`src/rtl/apb_pkg.sv`:
```
// Shared types and widths for the APB master bridge and its command FIFO.
package apb_pkg;

    localparam int unsigned APB_ADDR_W = 32;
    localparam int unsigned APB_DATA_W = 32;

    typedef enum logic [1:0] {
        IDLE   = 2'd0,
        SETUP  = 2'd1,
        ACCESS = 2'd2
    } apb_state_e;

    typedef struct packed {
        logic                  write;
        logic [APB_ADDR_W-1:0] addr;
        logic [APB_DATA_W-1:0] wdata;
    } apb_cmd_t;

endpackage

```
`src/rtl/apb_master_bridge_if.sv`:
```
// Requester command/response handshake plus APB bus signals of the bridge.
interface apb_master_bridge_if
    import apb_pkg::*;
#(
    parameter int unsigned ADDR_W = APB_ADDR_W,
    parameter int unsigned DATA_W = APB_DATA_W
) ();

    logic              cmd_valid;
    logic              cmd_ready;
    logic              cmd_write;
    logic [ADDR_W-1:0] cmd_addr;
    logic [DATA_W-1:0] cmd_wdata;

    logic              rsp_valid;
    logic              rsp_write;
    logic [DATA_W-1:0] rsp_rdata;

    logic [ADDR_W-1:0] apb_addr;
    logic [DATA_W-1:0] apb_wdata;
    logic              apb_write;
    logic              apb_sel;
    logic              apb_enable;
    logic [DATA_W-1:0] apb_rdata;

    // Bridge side: takes commands, drives the APB bus and responses.
    modport master (
        input  cmd_valid, cmd_write, cmd_addr, cmd_wdata, apb_rdata,
        output cmd_ready, rsp_valid, rsp_write, rsp_rdata,
        output apb_addr, apb_wdata, apb_write, apb_sel, apb_enable
    );

    // Environment side: requester plus APB responder.
    modport slave (
        output cmd_valid, cmd_write, cmd_addr, cmd_wdata, apb_rdata,
        input  cmd_ready, rsp_valid, rsp_write, rsp_rdata,
        input  apb_addr, apb_wdata, apb_write, apb_sel, apb_enable
    );

endinterface

```
`src/rtl/apb_cmd_fifo.sv`:
```
// Synchronous command FIFO; head is visible on dout_o without a pop.
module apb_cmd_fifo
    import apb_pkg::*;
#(
    parameter int unsigned DEPTH = 4
) (
    input  logic     clk_i,
    input  logic     rst_i,
    input  logic     push_i,
    input  logic     pop_i,
    input  apb_cmd_t din_i,
    output apb_cmd_t dout_o,
    output logic     full_o,
    output logic     empty_o
);

    localparam int unsigned PTR_W = (DEPTH > 1) ? $clog2(DEPTH) : 1;
    localparam int unsigned CNT_W = $clog2(DEPTH) + 1;

    apb_cmd_t         mem_q [DEPTH];
    logic [PTR_W-1:0] wr_ptr_q, rd_ptr_q;
    logic [CNT_W-1:0] count_q, count_d;
    logic             full_q, empty_q;
    logic             do_push, do_pop;

    // A full FIFO refuses a push even when a pop happens in the same cycle.
    assign do_push = push_i & ~full_q;
    assign do_pop  = pop_i & ~empty_q;

    always_comb begin
        count_d = count_q;
        case ({do_push, do_pop})
            2'b10:   count_d = count_q + CNT_W'(1);
            2'b01:   count_d = count_q - CNT_W'(1);
            default: count_d = count_q;
        endcase
    end

    // Pointers wrap naturally because DEPTH is a power of two.
    always_ff @(posedge clk_i) begin
        if (rst_i) begin
            wr_ptr_q <= '0;
            rd_ptr_q <= '0;
            count_q  <= '0;
            full_q   <= 1'b0;
            empty_q  <= 1'b1;
        end else begin
            if (do_push) wr_ptr_q <= wr_ptr_q + PTR_W'(1);
            if (do_pop)  rd_ptr_q <= rd_ptr_q + PTR_W'(1);
            count_q <= count_d;
            full_q  <= (count_d == CNT_W'(DEPTH));
            empty_q <= (count_d == '0);
        end
    end

    always_ff @(posedge clk_i) begin
        if (do_push) mem_q[wr_ptr_q] <= din_i;
    end

    assign dout_o  = mem_q[rd_ptr_q];
    assign full_o  = full_q;
    assign empty_o = empty_q;

endmodule

```
`src/rtl/apb_master_bridge.sv`:
```
// APB initiator: queues requester commands and runs each as one SETUP + one ACCESS cycle.
module apb_master_bridge
    import apb_pkg::*;
#(
    parameter int unsigned ADDR_W = APB_ADDR_W,
    parameter int unsigned DATA_W = APB_DATA_W,
    parameter int unsigned DEPTH  = 4
) (
    input  logic                clock,
    input  logic                reset,
    apb_master_bridge_if.master bus
);

    apb_cmd_t fifo_din, fifo_dout;
    logic     fifo_full, fifo_empty;
    logic     push, pop, start;

    apb_state_e        state_q, state_d;
    logic              sel_q, sel_d;
    logic              enable_q, enable_d;
    logic              write_q, write_d;
    logic [ADDR_W-1:0] addr_q, addr_d;
    logic [DATA_W-1:0] wdata_q, wdata_d;
    logic              rsp_valid_q, rsp_valid_d;
    logic              rsp_write_q, rsp_write_d;
    logic [DATA_W-1:0] rsp_rdata_q, rsp_rdata_d;

    // Held low during reset so nothing is accepted while state is being cleared.
    assign bus.cmd_ready = ~reset & ~fifo_full;
    assign push          = bus.cmd_valid & bus.cmd_ready;

    assign fifo_din = '{write: bus.cmd_write,
                        addr:  APB_ADDR_W'(bus.cmd_addr),
                        wdata: APB_DATA_W'(bus.cmd_wdata)};

    apb_cmd_fifo #(
        .DEPTH (DEPTH)
    ) u_fifo (
        .clk_i   (clock),
        .rst_i   (reset),
        .push_i  (push),
        .pop_i   (pop),
        .din_i   (fifo_din),
        .dout_o  (fifo_dout),
        .full_o  (fifo_full),
        .empty_o (fifo_empty)
    );

    always_comb begin
        state_d     = state_q;
        sel_d       = sel_q;
        enable_d    = enable_q;
        write_d     = write_q;
        addr_d      = addr_q;
        wdata_d     = wdata_q;
        rsp_valid_d = 1'b0;
        rsp_write_d = rsp_write_q;
        rsp_rdata_d = rsp_rdata_q;
        pop         = 1'b0;
        start       = 1'b0;

        case (state_q)
            IDLE: begin
                start = ~fifo_empty;
            end
            SETUP: begin
                enable_d = 1'b1;
                state_d  = ACCESS;
            end
            ACCESS: begin
                rsp_valid_d = 1'b1;
                rsp_write_d = write_q;
                rsp_rdata_d = write_q ? '0 : DATA_W'(bus.apb_rdata);
                start       = ~fifo_empty;
                if (fifo_empty) begin
                    sel_d    = 1'b0;
                    enable_d = 1'b0;
                    state_d  = IDLE;
                end
            end
            default: begin
                state_d = IDLE;
            end
        endcase

        // Launch the next transfer; sel stays high on a back-to-back launch.
        if (start) begin
            pop      = 1'b1;
            write_d  = fifo_dout.write;
            addr_d   = ADDR_W'(fifo_dout.addr);
            wdata_d  = DATA_W'(fifo_dout.wdata);
            sel_d    = 1'b1;
            enable_d = 1'b0;
            state_d  = SETUP;
        end
    end

    always_ff @(posedge clock) begin
        if (reset) begin
            state_q     <= IDLE;
            sel_q       <= 1'b0;
            enable_q    <= 1'b0;
            write_q     <= 1'b0;
            addr_q      <= '0;
            wdata_q     <= '0;
            rsp_valid_q <= 1'b0;
            rsp_write_q <= 1'b0;
            rsp_rdata_q <= '0;
        end else begin
            state_q     <= state_d;
            sel_q       <= sel_d;
            enable_q    <= enable_d;
            write_q     <= write_d;
            addr_q      <= addr_d;
            wdata_q     <= wdata_d;
            rsp_valid_q <= rsp_valid_d;
            rsp_write_q <= rsp_write_d;
            rsp_rdata_q <= rsp_rdata_d;
        end
    end

    assign bus.apb_sel    = sel_q;
    assign bus.apb_enable = enable_q;
    assign bus.apb_write  = write_q;
    assign bus.apb_addr   = addr_q;
    assign bus.apb_wdata  = wdata_q;
    assign bus.rsp_valid  = rsp_valid_q;
    assign bus.rsp_write  = rsp_write_q;
    assign bus.rsp_rdata  = rsp_rdata_q;

endmodule

```
`src/flat_wrapper.sv`:
```
// flat-port wrapper written by rule: the top's interface ports become plain ports
module apb_master_bridge_flat import apb_pkg::*;
#(
    parameter int unsigned ADDR_W = APB_ADDR_W,
    parameter int unsigned DATA_W = APB_DATA_W,
    parameter int unsigned DEPTH  = 4
)
  (clock, reset, bus_cmd_valid, bus_cmd_write, bus_cmd_addr, bus_cmd_wdata, bus_apb_rdata, bus_cmd_ready, bus_rsp_valid, bus_rsp_write, bus_rsp_rdata, bus_apb_addr, bus_apb_wdata, bus_apb_write, bus_apb_sel, bus_apb_enable);
  apb_master_bridge_if #(.ADDR_W(ADDR_W), .DATA_W(DATA_W)) bus_i ();
  input  logic clock;
  input  logic reset;
  input wire logic [$bits(bus_i.cmd_valid)-1:0] bus_cmd_valid;
  input wire logic [$bits(bus_i.cmd_write)-1:0] bus_cmd_write;
  input wire logic [$bits(bus_i.cmd_addr)-1:0] bus_cmd_addr;
  input wire logic [$bits(bus_i.cmd_wdata)-1:0] bus_cmd_wdata;
  input wire logic [$bits(bus_i.apb_rdata)-1:0] bus_apb_rdata;
  output wire logic [$bits(bus_i.cmd_ready)-1:0] bus_cmd_ready;
  output wire logic [$bits(bus_i.rsp_valid)-1:0] bus_rsp_valid;
  output wire logic [$bits(bus_i.rsp_write)-1:0] bus_rsp_write;
  output wire logic [$bits(bus_i.rsp_rdata)-1:0] bus_rsp_rdata;
  output wire logic [$bits(bus_i.apb_addr)-1:0] bus_apb_addr;
  output wire logic [$bits(bus_i.apb_wdata)-1:0] bus_apb_wdata;
  output wire logic [$bits(bus_i.apb_write)-1:0] bus_apb_write;
  output wire logic [$bits(bus_i.apb_sel)-1:0] bus_apb_sel;
  output wire logic [$bits(bus_i.apb_enable)-1:0] bus_apb_enable;
  assign bus_i.cmd_valid = bus_cmd_valid;
  assign bus_i.cmd_write = bus_cmd_write;
  assign bus_i.cmd_addr = bus_cmd_addr;
  assign bus_i.cmd_wdata = bus_cmd_wdata;
  assign bus_i.apb_rdata = bus_apb_rdata;
  assign bus_cmd_ready = bus_i.cmd_ready;
  assign bus_rsp_valid = bus_i.rsp_valid;
  assign bus_rsp_write = bus_i.rsp_write;
  assign bus_rsp_rdata = bus_i.rsp_rdata;
  assign bus_apb_addr = bus_i.apb_addr;
  assign bus_apb_wdata = bus_i.apb_wdata;
  assign bus_apb_write = bus_i.apb_write;
  assign bus_apb_sel = bus_i.apb_sel;
  assign bus_apb_enable = bus_i.apb_enable;
  apb_master_bridge #(.ADDR_W(ADDR_W), .DATA_W(DATA_W), .DEPTH(DEPTH)) u_core (.clock(clock), .reset(reset), .bus(bus_i));
endmodule
```
`config.mk`:
```
export PLATFORM = sky130hd
export DESIGN_NAME = apb_master_bridge_flat
export DESIGN_NICKNAME = d
export VERILOG_FILES = /design/src/rtl/apb_pkg.sv /design/src/rtl/apb_master_bridge_if.sv /design/src/rtl/apb_cmd_fifo.sv /design/src/rtl/apb_master_bridge.sv /design/src/flat_wrapper.sv
export SDC_FILE = /design/constraint.sdc
export NUM_CORES = 1
export LEC_CHECK = 0
export ABC_CLOCK_PERIOD_IN_PS = 2600
export BUFFER_PORTS_ARGS = -buffer_cell sky130_fd_sc_hd__buf_4
export CAP_MARGIN = 10
export CORE_MARGIN = 2
export CORE_UTILIZATION = 51
export DETAILED_ROUTE_END_ITERATION = 6
export PLACE_DENSITY = 0.75
export SLEW_MARGIN = 30
export SYNTH_ARGS = -nofsm -noshare
export SYNTH_HDL_FRONTEND = slang
export SYNTH_SLANG_ARGS = --single-unit
```
`constraint.sdc`:
```
create_clock -name clock -period 2.6 [get_ports clock]
set_input_delay 0 -clock clock [delete_from_list [all_inputs] [get_ports clock]]
set_output_delay 0 -clock clock [all_outputs]
set_load 0.1 [all_outputs]
```
## After elaboration in Yosys (flattened, before gate mapping)

Memories as Yosys holds them, arrays and structs flattened. A register that Yosys moved wholly into a read port is not among the register bits.
Cells that the tools add are included.

| word-level totals | value |
|---|---|
| word-level logic and storage cells | 58 |
| input port bits | 100 |
| RAM bits | 260 |
| memories kept | 1 |
| output and inout port bits | 102 |
| register bits after elaboration | 47 |

Memories:

| name | words | bits a word | rd ports | clocked after memory_dff | write ports | line | RTL |
|---|---|---|---|---|---|---|---|
| u_core.u_fifo.mem_q | 4 | 65 | 1 | 1 | 1 | apb_cmd_fifo.sv:20 | `apb_cmd_t mem_q [DEPTH];` |

| operators by class | value |
|---|---|
| bitwise gates (word level) | 8 |
| reductions and logical operators | 11 |
| add/sub/neg operators | 4 |
| equality and inequality tests | 8 |
| muxes and demuxes | 14 |

Operators with widths:

| cell | number |
|---|---|
| $mux W32 | 1 |
| $mux W1 | 9 |
| $reduce_and A2 Y1 | 4 |
| $pmux W2 S3 | 1 |
| $pmux W3 S2 | 1 |
| $reduce_bool A2 Y1 | 3 |
| $add A2 B1 Y2 const B | 2 |
| $and A1 B1 Y1 | 4 |
| $eq A2 B1 Y1 const B | 2 |
| $eq A2 B2 Y1 const B | 2 |
| $not A1 Y1 | 4 |
| $reduce_or A2 Y1 | 2 |
| $add A3 B1 Y3 const B | 1 |
| $eq A3 B3 Y1 const B | 1 |
| $logic_not A3 Y1 | 1 |
| $ne A3 B2 Y1 const B | 1 |
| $sub A3 B1 Y3 const B | 1 |
| $logic_not A2 Y1 | 1 |
| $mux W2 | 1 |
| $ne A2 B1 Y1 const B | 1 |
| $ne A2 B2 Y1 const B | 1 |
| $pmux W1 S2 | 1 |

## Depth between registers and ports, before layout

Gate-level depths: netlist of run 1.

| depth | value |
|---|---|
| word-level depth | 8 |
| mapped depth | 8 |
| depth with buffers taken out | 7 |

## Hierarchy

From an unflattened synthesis of run 1, not the netlist that was laid out.

| second synthesis, totals | value |
|---|---|
| cell total of the unflattened synthesis | 847 |
| area total of the unflattened synthesis | 13703.1 um^2 |

Modules (own cells, without submodules):

| module | seq. area each (um^2) | instances | area an instance (um^2) | cells each |
|---|---|---|---|---|
| apb_cmd_fifo | 8027.7 | 1 | 9958.3 | 397 |
| apb_master_bridge | 2062.0 | 1 | 3744.8 | 450 |

## Worst setup path before layout of run 1

OpenSTA, ideal clock, no wires.

| path | value |
|---|---|
| path type | reg2reg |
| start | register u_core.u_fifo.full_q (netlist: u_core.u_fifo.full_o) |
| end | memory u_core.u_fifo.mem_q[1][0] (netlist name) (enable) |
| arrival | 2246 ps |
| setup time | 430 ps |
| period minus slack after synthesis | 2676 ps |
| setup slack | -76 ps |
| path buffers | 0 |
| stages on the path, launching flop included | 3 |
| required time | 2170 ps |
| path through | dfxtp_1 -> nor3b_2 -> and2_1 |

| on the way | value |
|---|---|
| longest elaborated chain between the ends | 6 |

Ends and longest elaborated chain:

| item | line | RTL |
|---|---|---|
| from (decl) | apb_cmd_fifo.sv:23 | `logic full_q, empty_q;` |
| from (signal assigned) | apb_cmd_fifo.sv:51 | `full_q <= (count_d == CNT_W'(DEPTH));` |
| $not A1 Y1 * | apb_cmd_fifo.sv:27, apb_master_bridge.sv:29 |  |
| $and A1 B1 Y1 | apb_master_bridge.sv:29 | `assign bus.cmd_ready = ~reset & ~fifo_full;` |
| $and A1 B1 Y1 | apb_master_bridge.sv:30 | `assign push = bus.cmd_valid & bus.cmd_ready;` |
| $and A1 B1 Y1 * | apb_cmd_fifo.sv:27 | `assign do_push = push_i & ~full_q;` |
| $mux W1 * | apb_cmd_fifo.sv:57 | `if (do_push) mem_q[wr_ptr_q] <= din_i;` |
| $mux W1 (implied by the code) * | apb_cmd_fifo.sv:57 |  |
| to (decl) | apb_cmd_fifo.sv:20 |  |

Mark *: on every way between the ends. The rest lies on a longest branch, timed or not.

## Worst setup path in the final report of run 1

| path | value |
|---|---|
| start | register u_core.u_fifo.full_q (netlist: u_core.u_fifo.full_o) |
| end | register u_core.u_fifo.empty_q (netlist: u_core.u_fifo.empty_o) |

| on the way | value |
|---|---|
| longest elaborated chain between the ends | 7 |
| elaborated cells on any way between the ends | 8 |
| those cells by class | eq/ne (2); mux (1); bitwise (4); reduce/logical (1) |

Ends and longest elaborated chain:

| item | line | RTL |
|---|---|---|
| $not A1 Y1 * | apb_cmd_fifo.sv:27, apb_master_bridge.sv:29 |  |
| $and A1 B1 Y1 | apb_master_bridge.sv:29 |  |
| $and A1 B1 Y1 | apb_master_bridge.sv:30 |  |
| $and A1 B1 Y1 * | apb_cmd_fifo.sv:27 |  |
| $eq A2 B1 Y1 or $eq A2 B2 Y1 (tied branches) | apb_cmd_fifo.sv:32 | `case ({do_push, do_pop})` |
| $pmux W3 S2 * | apb_cmd_fifo.sv:32 |  |
| $logic_not A3 Y1 * | apb_cmd_fifo.sv:52 | `empty_q <= (count_d == '0);` |
| to (signal assigned) | apb_cmd_fifo.sv:52 |  |
| to (decl) | apb_cmd_fifo.sv:23 |  |

Marked as above.
A chain may end at the register's enable or synchronous reset.

==> qor.csv, run 1 <==
stage,metric,value,unit
drt,post-route-drc-count,0,
synth,synth_seq_cells,372,
global_route,antenna_found_initial,1,
synth,synth.distinct_cells,33,
sta,slew_headroom,0.379,
floorplanning,core_area,26100,um^2
cells_and_area,seq_area,10100,um^2
synth,yosysWarnings,0,
synth,synth_top_cell_area_share,0.578,
drt,ant_nets,0,
global_route,grt_pass1_wl,45200,um
cells_and_area,n_fill_cell,1756,
pwr,p_per_area,1090,nW/um^2
setup_path,cp_max_fo,3,
sta,rsz0062_at_grt,no,
drt,routed_wl,28900,um
setup_path,required,2990,ps
outcome,status,completed,
cells_and_area,instances_no_fill,1509,
setup_path,r2r_start,u_core.u_fifo.full_o$_SDFF_PP0_,
job,maxCapViolCount,0,
clock_network,clock_sinks,372,
drt,wl_per_cell,19.1,um
floorplanning,row_count,59,
worst_hold_path,hp-class,in2reg,
synth,synth_xor_area_frac,0.00324,
synth,synth_top_family_by_area,multiplexers,
placed_design,gp_congestion,0.719,
pwr,p_int,12.2,mW
clock_network,cts_setup_buffers,0,
cells_and_area,finalNetCount,1250,
cells_and_area,multi_input_area,3190,um^2
setup_path,cp-start-kind,flip-flop,
placed_design,dp_hpwl,16100,um
floorplanning,die_x,167,um
synth,synth_top_area_cell,edfxtp_1,
sta,worst_slack,463,ps
synth,synthAdderAreaFrac,0.00611,
setup_path,critical-path-slowest-cell,or4_1,
synth,synthSimpleGateAreaFrac,0.0585,
worst_hold_path,min_to,u_core.u_fifo.wr_ptr_q[1]$_SDFFE_PP0P_,
synth,syn_inst,839,
synth,synthTopCellsByArea,"edfxtp_1 (58%), dfxtp_1 (17%), mux2i_1 (4.9%)",
drt,drtIter0Drc,546,
setup_path,rr_worst_depth,7,
synth,async_flop_share,0,
pwr,p_comb_frac,0.329,
synth,ys.flop_type,edfxtp_1,
pwr,power_frac_seq,0.389,
synth,syn_area,13500,um^2
sta,hold_viol,0,
setup_path,criticalPathCategory,reg2reg,
sta,hold_ws,63.7,ps
placed_design,place_ws,491,ps
synth,synth_edf_count,260,
sta,fmax,0.468,GHz
clock_network,hold_buffers,98,
floorplanning,die_area,27800,um^2
clock_network,cts_max_path_buffers,3,
sta,post-route-min-period,2140,ps
worst_hold_path,hp-start,bus_cmd_valid,
placed_design,dp.cells,1341,
sta,drv_slew,0,
synth,yosysSeqAreaShare,0.744,
pwr,sw_frac_of_total,0.365,
cells_and_area,drive_gt1_frac,0.294,
clock_network,htree_levels,2,
pwr,pwr-share-clk,0.282,
global_route,grt_use_total,0.205,
pwr,p_switching,6.99,mW
pwr,fin_total_pwr,19.2,mW
setup_path,crit_chain,nor3b_2 > inv_1 > ha_1 > fa_1 > xnor2_1 > or4_1 > o311a_1,
sta,setup_viol,0,
setup_path,cpPeakStageDelay,470,ps
pwr,power_leakage,6.47,nW
clock_network,root_buffer,clkbuf_16,
setup_path,ff2ff_setup_slack,460,ps
placed_design,dpl_cell_area,15400,um^2
synth,syn-num-nets,945,
placed_design,place.port_buffers,201,
cells_and_area,layout-area-overhead-vs-synth,30.8,%
drt,num_vias,8120,
floorplanning,die_y,167,um
global_route,grt_max_degree,66,
synth,synth-compound-area-share,0.0639,
setup_path,r2r_end,u_core.u_fifo.empty_o$_SDFF_PP1_,
setup_path,arrival,2520,ps
global_route,grt_pass1_vias,8316,
clock_network,path_clk_slew,60,ps
cells_and_area,fin_area,17700,um^2
setup_path,end_kind,flip-flop,
drt,viasPerCell,5.38,
sta,fin_crit_sh,0.822,
synth,synth.avg_cell_area,16.1,um^2
sta,clock_skew,16.0,ps
pwr,peakVddDrop,0.925,mV
clock_network,cts-buffers-inserted,38,
synth,synth_mux_area_frac,0.103,
cells_and_area,fin_util,0.678,
floorplanning,initial_core_util,0.518,
worst_hold_path,hold-path-cell-count,4,
clock_network,cts.repair.resized,0,
sta,tightest_slew,931,ps
clock_network,cts_tree,yes,
sta,setup_tns,0,ps
floorplanning,io-pin-count,202,
drt,drt_pass1_iterations,5,
global_route,overflow,0,
clock_network,clkLatencyLatePin,510,ps
state kept, by name (all words and copies together) (netlist names), 2 cells and up:
signal / flops
u_core.state_q: 2
u_core.u_fifo.mem_q: 260
u_core.bus.apb_addr: 32
u_core.u_fifo.count_q: 3
u_core.bus.rsp_rdata: 32
u_core.u_fifo.wr_ptr_q: 2
u_core.u_fifo.rd_ptr_q: 2
u_core.bus.apb_wdata: 32
cell usage in the layout, fill, tap and decap left out, types with 2 or more instances in the layout:
cell and count:
mux2_1 7, clkinv_1 3, mux2_2 58, nor3b_1 3, dlygate4sd3_1 98, nand2_1 37
edfxtp_1 260, clkbuf_8 4, nand3b_1 32, buf_12 8, inv_1 4, clkbuf_16 39
bufinv_16 4, and2_4 4, ha_1 5, a221o_1 65, nor2_1 74, xnor2_1 4
dfxtp_1 111, a21oi_1 37, clkbuf_1 10, mux2i_1 66, buf_4 212, clkinv_2 7
o21ai_0 2
power groups by stage:
stage,combinational (mW),clock [mW],sequential [mW]
2_1_floorplan,2.17,0,10.2
3_5_place_dp,6.19,0,7.58
6_report,6.30,5.41,7.47
4_1_cts,6.33,5.50,7.47
3_3_place_gp,6.12,0,7.57
5_1_grt,6.57,5.73,7.54
final cells by class:
cell class	count	area share
timing repair buffer	318	0.155
multi-input combinational	410	0.181
inverter	4	0.000850
clock buffer	53	0.0605
clock inverter	16	0.0103
sequential	372	0.569
tap	335	0.0237
antenna	1	0.000142
how the worst max path moves through the flow:
stage,startpoint,endpoint,slack [ps],cells past startpoint
finish,u_core.u_fifo.full_o$_SDFF_PP0_,u_core.u_fifo.empty_o$_SDFF_PP1_,460,7
global route,u_core.u_fifo.full_o$_SDFF_PP0_,u_core.u_fifo.empty_o$_SDFF_PP1_,390,7
CTS,u_core.u_fifo.full_o$_SDFF_PP0_,u_core.u_fifo.empty_o$_SDFF_PP1_,460,7
detailed placement,u_core.u_fifo.full_o$_SDFF_PP0_,u_core.u_fifo.empty_o$_SDFF_PP1_,490,7
global placement,u_core.u_fifo.full_o$_SDFF_PP0_,u_core.u_fifo.empty_o$_SDFF_PP1_,540,7
floorplan,u_core.u_fifo.full_o$_SDFF_PP0_,u_core.u_fifo.empty_o$_SDFF_PP1_,440,7
critical path, delay by kind of cell (launching register included):
kind                       cells  cell delay [ps]
AOI/OAI and AO/OA              1              160
xor gates and xnor gates       1              160
DFF                            1              320
buffers and inverters          1               70
and+or+nand+nor                2              690
adders and majority gates      2              630
synthesized netlist by cell type (2+ instances only):
cell type	number
edfxtp_1	260
a221o_1	65
dfxtp_1	112
mux2_2	58
ha_1	5
inv_1	4
nand2_1	37
mux2_1	7
buf_6	6
and2_1	5
buf_4	2
buf_2	14
xnor2_1	4
o21ai_0	2
mux2i_1	66
nand3b_1	32
nor3b_1	3
nor2_1	75
clkbuf_1	31
nor2b_1	2
a21oi_1	37
kinds of logic (layout without fill, tap and decap cells):
family,count (synthesis),count (layout)
flops,372,372
simple gates,162,162
mux,131,131
compound gates,106,106
buf+inv,57,391
fa+ha+maj,6,6
xor+xnor,5,5
other cells,0,1
layer usage:
layer | vias to the layer above | track usage | part of all wire
li1 | 3812 | - | -
met1 | 4010 | 0.256 | 0.41
met2 | 255 | 0.359 | 0.51
met3 | 43 | 0.0466 | 0.062
met4 | 0 | 0.0607 | 0.024
met5 | - | 0 | 0
(Power assumes the default switching activity.)
==> inputs of run 2 (changes only) <==
ABC_CLOCK_PERIOD_IN_PS = 1700   (was 2600)
clock period = 1.7 ns   (was 2.6 ns; I/O delays follow)
==> qor.csv, run 2 (synthesis gave the netlist of run 1 again) <==
stage,metric,value,unit
setup_path,criticalPathCategory,reg2reg,
drt,post-route-drc-count,0,
drt,viasPerCell,5.36,
sta,setup_viol,3,
global_route,grt_pass1_vias,8813,
global_route,gr-usage-met2,0.385,
sta,setup_tns,-590,ps
global_route,grt_use_total,0.214,
pwr,power_leakage,6.69,nW
setup_path,cp_max_fo,3,
cells_and_area,layout-area-overhead-vs-synth,34.2,%
global_route,grt_pass1_wl,47100,um
sta,worst_slack,-257,ps
cells_and_area,largest_register_ffs,260,
cells_and_area,finalNetCount,1284,
sta,post-route-min-period,1960,ps
sta,hold_viol,0,
floorplanning,die_x,167,um
worst_hold_path,hp-class,in2reg,
cells_and_area,n_antenna_cell,0,
floorplanning,initial_core_util,0.518,
worst_hold_path,hold-path-cell-count,6,
cells_and_area,top_register,u_core.u_fifo.mem_q,
outcome,violations,negative setup slack,
sta,drv_slew,0,
floorplanning,io-pin-count,202,
setup_path,arrival,2360,ps
floorplanning,core_area,26100,um^2
outcome,status,"finished, violations left",
cells_and_area,final_common_cell,edfxtp_1,
global_route,antenna_found_initial,0,
clock_network,clkLatencyLatePin,530,ps
job,maxCapViolCount,0,
clock_network,cts_tree,yes,
cells_and_area,drive_gt1_frac,0.316,
drt,drt_pass1_iterations,4,
drt,drtIter0Drc,496,
setup_path,rr_worst_depth,7,
placed_design,place.port_buffers,201,
placed_design,dp_hpwl,16900,um
floorplanning,die_area,27800,um^2
global_route,use_met1,0.259,
sta,tightest_slew,524,ps
clock_network,root_buffer,clkbuf_16,
clock_network,htree_levels,2,
pwr,p_per_area,1640,nW/um^2
clock_network,clock_sinks,372,
floorplanning,die_y,167,um
clock_network,cts-buffers-inserted,38,
floorplanning,row_count,59,
setup_path,end_kind,flip-flop,
pwr,fin_total_pwr,29.8,mW
placed_design,dpl_cell_area,15900,um^2
sta,fmax,0.511,GHz
placed_design,gp_congestion,0.756,
global_route,grt.busiest_layer,met2,
global_route,grt_max_degree,57,
cells_and_area,layout_common_cells,"edfxtp_1 (260), buf_4 (229), dfxtp_1 (110)",
drt,ant_nets,0,
clock_network,cts_max_path_buffers,3,
worst_hold_path,min_to,u_core.u_fifo.count_q[2]$_SDFF_PP0_,
setup_path,ff2ff_setup_slack,-260,ps
sta,rsz0062_at_grt,yes,
setup_path,required,2100,ps
sta,slew_headroom,0.651,
sta,clock_skew,20.3,ps
worst_hold_path,hp-start,reset,
setup_path,r2r_start,u_core.u_fifo.full_o$_SDFF_PP0_,
drt,num_vias,8268,
global_route,use_met3,0.0452,
global_route,overflow,0,
setup_path,r2r_end,u_core.u_fifo.empty_o$_SDFF_PP1_,
drt,wl_per_cell,19.3,um
pwr,peakVddDrop,1.42,mV
drt,routed_wl,29700,um
setup_path,cp-start-kind,flip-flop,
sta,fin_crit_sh,1.15,
clock_network,path_clk_slew,60,ps
cells_and_area,fin_area,18100,um^2
## run 2: routing by layer
layer | vias up | wire length (um) | part of all wire
li1 | 3878 | - | -
met1 | 4114 | 12100 | 0.41
met2 | 227 | 15500 | 0.52
met3 | 49 | 1500 | 0.051
met4 | 0 | 633 | 0.021
met5 | - | 0 | 0
## run 2: timing repair
item                                    in CTS  in global routing
pin swaps                                    0                  2
endpoints found under the hold margin      292                  0
endpoints found under the setup margin       3                 37
hold buffers                                97                  0
gates resized for setup                      2                  1
setup buffers                                2                  4
## run 2: report_power, final
group	total, mW	switching [mW]	internal (mW)
logic	10.5	7.04	3.47
registers	11.2	0.512	10.7
clock network	8.07	3.33	4.74
## run 2: cell type report
class                           count  area [um^2]
Sequential cell                   372        10100
Fill cell                        1714         7930
Timing Repair Buffer              352         3210
Clock inverter                     14          141
Multi-Input combinational cell    410         3210
Clock buffer                       55         1080
Tap cell                          335          419
Inverter                            4         15.0
## run 2: critical path, cell delays in order, from the launching register on
cell and delay [ps]:
dfxtp_2 330, nor3b_4 180, inv_1 70, ha_2 200, fa_2 340, xnor2_1 140
or4_4 430, o311a_1 140
## run 2: worst max-delay path by stage
stage / from / endpoint / slack [ps]
finish: u_core.u_fifo.full_o$_SDFF_PP0_ / u_core.u_fifo.empty_o$_SDFF_PP1_ / -260
global route: u_core.u_fifo.full_o$_SDFF_PP0_ / u_core.u_fifo.empty_o$_SDFF_PP1_ / -310
CTS: u_core.u_fifo.full_o$_SDFF_PP0_ / u_core.u_fifo.empty_o$_SDFF_PP1_ / -270
detailed placement: u_core.u_fifo.full_o$_SDFF_PP0_ / u_core.u_fifo.empty_o$_SDFF_PP1_ / -290
global placement: u_core.u_fifo.full_o$_SDFF_PP0_ / u_core.u_fifo.empty_o$_SDFF_PP1_ / -250
floorplan: u_core.u_fifo.full_o$_SDFF_PP0_ / u_core.u_fifo.empty_o$_SDFF_PP1_ / -320
## run 2: through the flow
stage	hold WS, ps	std cells	utilization	setup slack (ps)
2_1_floorplan	78.6	839	-	-320
3_5_place_dp	202	1370	0.610	-294
3_3_place_gp	199	1370	0.610	-250
4_1_cts	45.2	1538	0.694	-267
5_1_grt	82.8	1542	0.696	-312
6_report	54.6	1542	0.696	-257
